$ cat src/rtl/dmi_responder.sv
// DMI target-side front end: accepts one debugger request at a time, runs it on the DM
// register bus with an ack/err/timeout handshake, and returns a single-cycle response.
module dmi_responder #(
  parameter int unsigned ADDR_W         = 7,
  parameter int unsigned DATA_W         = 32,
  parameter int unsigned TIMEOUT_CYCLES = 16
) (
  input  logic              clk,
  input  logic              reset,
  input  logic              dmi_req_valid_i,
  input  logic [1:0]        dmi_req_op_i,
  input  logic [ADDR_W-1:0] dmi_req_address_i,
  input  logic [DATA_W-1:0] dmi_req_data_i,
  output logic              dmi_req_ready_o,
  output logic              dmi_rsp_valid_o,
  output logic [1:0]        dmi_rsp_op_o,
  output logic [DATA_W-1:0] dmi_rsp_data_o,
  output logic              reg_req_o,
  output logic              reg_we_o,
  output logic [ADDR_W-1:0] reg_addr_o,
  output logic [DATA_W-1:0] reg_wdata_o,
  input  logic              reg_ack_i,
  input  logic              reg_err_i,
  input  logic [DATA_W-1:0] reg_rdata_i,
  input  logic              sticky_err_clr_i,
  output logic              sticky_err_o
);

  localparam int unsigned TimerW = $clog2(TIMEOUT_CYCLES + 1);
  localparam logic [TimerW-1:0] TimerMax = TimerW'(TIMEOUT_CYCLES);

  localparam logic [1:0] OpNop   = 2'b00;
  localparam logic [1:0] OpWrite = 2'b10;
  localparam logic [1:0] OpRsvd  = 2'b11;
  localparam logic [1:0] RspOk   = 2'b00;
  localparam logic [1:0] RspFail = 2'b10;

  typedef enum logic [1:0] {StIdle, StAccess, StResp} state_e;

  state_e              state_q;
  logic [TimerW-1:0]   timer_q;
  logic                ready_q;
  logic                rsp_valid_q;
  logic [1:0]          rsp_op_q;
  logic [DATA_W-1:0]   rsp_data_q;
  logic                reg_req_q;
  logic                reg_we_q;
  logic [ADDR_W-1:0]   reg_addr_q;
  logic [DATA_W-1:0]   reg_wdata_q;
  logic                sticky_q;
  logic                accept;
  logic                sticky_set;

  assign accept = (state_q == StIdle) && ready_q && dmi_req_valid_i;

  // Failure events that latch the sticky flag; these take priority over a clear.
  always_comb begin
    sticky_set = 1'b0;
    unique case (state_q)
      StIdle:   sticky_set = accept && (dmi_req_op_i == OpRsvd);
      StAccess: sticky_set = reg_err_i || (!reg_ack_i && (timer_q == TimerMax));
      default:  sticky_set = 1'b0;
    endcase
  end

  always_ff @(posedge clk or posedge reset) begin
    if (reset) begin
      state_q     <= StIdle;
      timer_q     <= '0;
      ready_q     <= 1'b0;
      rsp_valid_q <= 1'b0;
      rsp_op_q    <= RspOk;
      rsp_data_q  <= '0;
      reg_req_q   <= 1'b0;
      reg_we_q    <= 1'b0;
      reg_addr_q  <= '0;
      reg_wdata_q <= '0;
      sticky_q    <= 1'b0;
    end else begin
      rsp_valid_q <= 1'b0;
      if (sticky_set) begin
        sticky_q <= 1'b1;
      end else if (sticky_err_clr_i) begin
        sticky_q <= 1'b0;
      end

      unique case (state_q)
        StIdle: begin
          ready_q <= 1'b1;
          if (accept) begin
            ready_q     <= 1'b0;
            reg_addr_q  <= dmi_req_address_i;
            reg_wdata_q <= dmi_req_data_i;
            reg_we_q    <= (dmi_req_op_i == OpWrite);
            if (dmi_req_op_i == OpNop) begin
              state_q     <= StResp;
              rsp_valid_q <= 1'b1;
              rsp_op_q    <= RspOk;
              rsp_data_q  <= '0;
            end else if (dmi_req_op_i == OpRsvd || sticky_q) begin
              // Fail fast: a pending error blocks the register bus until cleared.
              state_q     <= StResp;
              rsp_valid_q <= 1'b1;
              rsp_op_q    <= RspFail;
              rsp_data_q  <= '0;
            end else begin
              state_q   <= StAccess;
              reg_req_q <= 1'b1;
              timer_q   <= TimerW'(1);
            end
          end
        end

        StAccess: begin
          if (reg_err_i || reg_ack_i || (timer_q == TimerMax)) begin
            state_q     <= StResp;
            rsp_valid_q <= 1'b1;
            reg_req_q   <= 1'b0;
            timer_q     <= '0;
            if (!reg_err_i && reg_ack_i) begin
              rsp_op_q   <= RspOk;
              rsp_data_q <= reg_we_q ? '0 : reg_rdata_i;
            end else begin
              rsp_op_q   <= RspFail;
              rsp_data_q <= '0;
            end
          end else begin
            timer_q <= timer_q + 1'b1;
          end
        end

        StResp: begin
          state_q <= StIdle;
          ready_q <= 1'b1;
        end

        default: begin
          state_q   <= StIdle;
          reg_req_q <= 1'b0;
        end
      endcase
    end
  end

  assign dmi_req_ready_o = ready_q;
  assign dmi_rsp_valid_o = rsp_valid_q;
  assign dmi_rsp_op_o    = rsp_op_q;
  assign dmi_rsp_data_o  = rsp_data_q;
  assign reg_req_o       = reg_req_q;
  assign reg_we_o        = reg_we_q;
  assign reg_addr_o      = reg_addr_q;
  assign reg_wdata_o     = reg_wdata_q;
  assign sticky_err_o    = sticky_q;

endmodule
$ cat config.mk
export PLATFORM = sky130hd
export DESIGN_NAME = dmi_responder
export DESIGN_NICKNAME = d
export VERILOG_FILES = /design/src/rtl/dmi_responder.sv
export SDC_FILE = /design/constraint.sdc
export NUM_CORES = 1
export LEC_CHECK = 0
export ABC_AREA = 0
export CAP_MARGIN = 20
export CELL_PAD_IN_SITES_DETAIL_PLACEMENT = 0
export CELL_PAD_IN_SITES_GLOBAL_PLACEMENT = 1
export CORE_ASPECT_RATIO = 0.9
export CORE_MARGIN = 5
export CORE_UTILIZATION = 29
export CTS_BUF_LIST = sky130_fd_sc_hd__clkbuf_4
export DETAILED_ROUTE_END_ITERATION = 10
export PLACE_DENSITY_LB_ADDON = 0.08
export SLEW_MARGIN = 5
export SYNTH_ARGS = -nofsm -noshare
export SYNTH_HDL_FRONTEND = slang
export SYNTH_SLANG_ARGS = --single-unit
$ cat constraint.sdc
create_clock -name clk -period 2.5 [get_ports clk]
set_input_delay 0.5 -clock clk [delete_from_list [all_inputs] [get_ports clk]]
set_output_delay 0.5 -clock clk [all_outputs]
set_load 0.02 [all_outputs]
==> flow_summary.toml <==
[sta]
period_share = 0.787
timing.final.ws_setup_ps = 533
finalMaxSlewViolations = 0
skew_ps = 19.8
setup_viol_count_final = 0
hold_viol = 0
tightest_slew_ps = 563
max_freq_mhz = 508
tns_ps = 0
slew_headroom = 0.624
fin_crit_ps = 1970
rsz0062_at_grt = "false"

[power_and_ir_drop]
p_leak_uw = 0.00222
p_per_area_mw_per_mm2 = 1160
ir_worst_vdd_mv = 0.463

[clock_network]
postCtsHoldBufs = 0
numCtsBuffers = 9
cts_sinks = 84
cts_resized = 0
cts_tree = "built"
cts_setup_buffers = 0
clkLatencyLatePin_ps = 410
clk_pin_slew_worst_paths_ps = 140
h-tree-depth = 3
clock_path_buffers = 2
cts-root-buf = "clkbuf_4"

[finish]
mostFrequentLayoutCells = "155 x clkdlybuf4s50_1, 84 x dfrtp_1, 39 x mux2_2"
multiInputGateArea_mm2 = 0.00106
drive_gt1_frac = 0.173
synthToLayoutAreaGrowth_pct = 60.3
final_common_cell = "clkdlybuf4s50_1"
num-nets-final = 463
stdcell_count = 539
fill_cells = 1045
antennaDiodeCount = 0
regArea_mm2 = 0.00210
fin_util = 0.480

[worst_setup_path]
rr_worst_depth = 7
cp_max_fo = 3
rr_startpoint = "timer_q[0]$_DFFE_PP0P_"
worstSetupStartpointType = "flop"
criticalPathCategory = "reg2out"
critPathArrivalTime_ps = 1470
crit_chain = "clkdlybuf4s50_1"
crit_slowest_cell = "clkdlybuf4s50_1"
critPathMaxStageDelay_ps = 640
cp.required_ps = 2000
reg2reg_setup_slack_ps = 590
r2r_end = "dmi_rsp_data_o[16]$_DFFE_PP0P_"
crit_family = "buffers and inverters"
crit_buf_inv = 1
cp-end-kind = "primary output"

[run_status]
outcome = "finished clean"

[die]
core_mm2 = 0.0109
die_y_um = 111
io_pins = 157
rows = 36
floorplan.initialDensity = 0.299
dieArea_mm2 = 0.0135
die_x_um = 122

[route]
drt_first_pass_iters = 4
vias = 2361
postRouteAntennaNets = 0
route.final.wire_length_um = 8600
wl_per_cell_um = 16.0
drt_iter0_markers = 85
drc = 0
viasPerCell = 4.38

[place]
port_buffers = 155
place.gp.congestion = 0.729
dpl.hpwl_um = 6350
place_ws_ps = 317
dp.cells = 523

[logic_synthesis]
synth_xor_xnor_area_share = 0.00805
yosys.area_share.adder = 0.00767
synth_top_family_by_area = "multiplexers"
syn-num-nets = 302
synth_area_leaders = "dfrtp_1 64%, mux2_2 13%, a22o_1 9.1%"
synth_ff_type = "dfrtp_1"
synth.ff_latch_count = 84
yosys_warnings = 0
synth.distinct_cells = 34
synthMuxAreaShare = 0.138
yosys.area_share.simple = 0.0468
ys_seq_area_frac = 0.644
synthArstFlopShare = 1.00
synth_cells = 221
syn_avg_cell_area_um2 = 14.8
synth_area_leader_cell = "dfrtp_1"
synth-edff-count = 0
yosysTopAreaCellShare = 0.644
synth_area_mm2 = 0.00326
synth_compound_area_frac = 0.121

[hold_path]
hold_path.class = "in2async"

[job]
maxCapViolCount = 0

[global_route]
grt_first_pass_wirelength_um = 14000
antenna_found_initial = 0
grt_overflow = 0
grt_pass1_vias = 2649
grt_usage = 0.131
grt_start_max_net_pins = 40
worst max path at each step:
stage                                     end                         from  depth (start not counted)  slack [ps]
5_1_grt                       dmi_req_ready_o  dmi_req_ready_o$_DFFE_PP0P_                          1         420
3_5_place_dp   dmi_rsp_data_o[14]$_DFFE_PP0P_              dmi_req_valid_i                          6         320
2_1_floorplan     dmi_rsp_op_o[1]$_DFFE_PP0P_       timer_q[0]$_DFFE_PP0P_                          6         660
3_3_place_gp      dmi_rsp_op_o[1]$_DFFE_PP0P_              dmi_req_op_i[1]                          5         360
4_1_cts                       dmi_req_ready_o  dmi_req_ready_o$_DFFE_PP0P_                          1         470
6_report                      dmi_req_ready_o  dmi_req_ready_o$_DFFE_PP0P_                          1         530
layout make-up:
cell class	instances	share of cell area
multi-input combinational	117	0.203
clock inverter	5	0.0191
inverter	9	0.00718
timing repair buffer	161	0.317
sequential	84	0.402
clock buffer	11	0.0158
tap	152	0.0364
where the power goes:
part	internal (µW)	leakage, µW	switching (µW)	total, µW
combinational	1560	0.00106	1370	2930
sequential	1890	0.00106	298	2180
clock	527	0.000101	447	974
state kept, by name, indices dropped and copies added (netlist names):
signal / flops
dmi_rsp_data_o: 32
reg_wdata_o: 32
reg_addr_o: 7
timer_q: 5
state_q: 2
dmi_req_ready_o: 1
dmi_rsp_op_o: 1
dmi_rsp_valid_o: 1
reg_req_o: 1
reg_we_o: 1
sticky_err_o: 1
cells by family (layout without fill, tap and decap cells):
group	count (synthesis)	in the layout
flops	84	84
buf+inv	20	186
compound gates	47	47
xor+xnor	3	3
simple gates	24	24
mux	40	40
other cells	1	1
fa+ha+maj	2	2
per-stage QoR:
stage                     hold WS [ps]  cell area, µm²  total power [µW]
after floorplan                    499            3270              3740
after global placement             485            5050              5170
after detailed placement           484            5050              5200
after CTS                          359            5230              6200
after global routing               383            5230              6450
final                              395            5230              6080
Yosys cell counts (all sizes together), types with 2 or more instances:
master   n
o21ai    5
clkbuf   2
ha       2
nand2    3
dfrtp   84
a22o    34
inv      9
xnor2    3
a21oi    2
nand3b   2
nor2     6
nand3    2
nor3     2
mux2    40
nand2b   2
buf      9
per-layer routing:
metal	GRT usage	share of wire
met5	0	0
met4	0.0426	0.011
met3	0.0567	0.10
met2	0.190	0.43
met1	0.175	0.45
No activity file was read; power rests on OpenSTA's default activity.
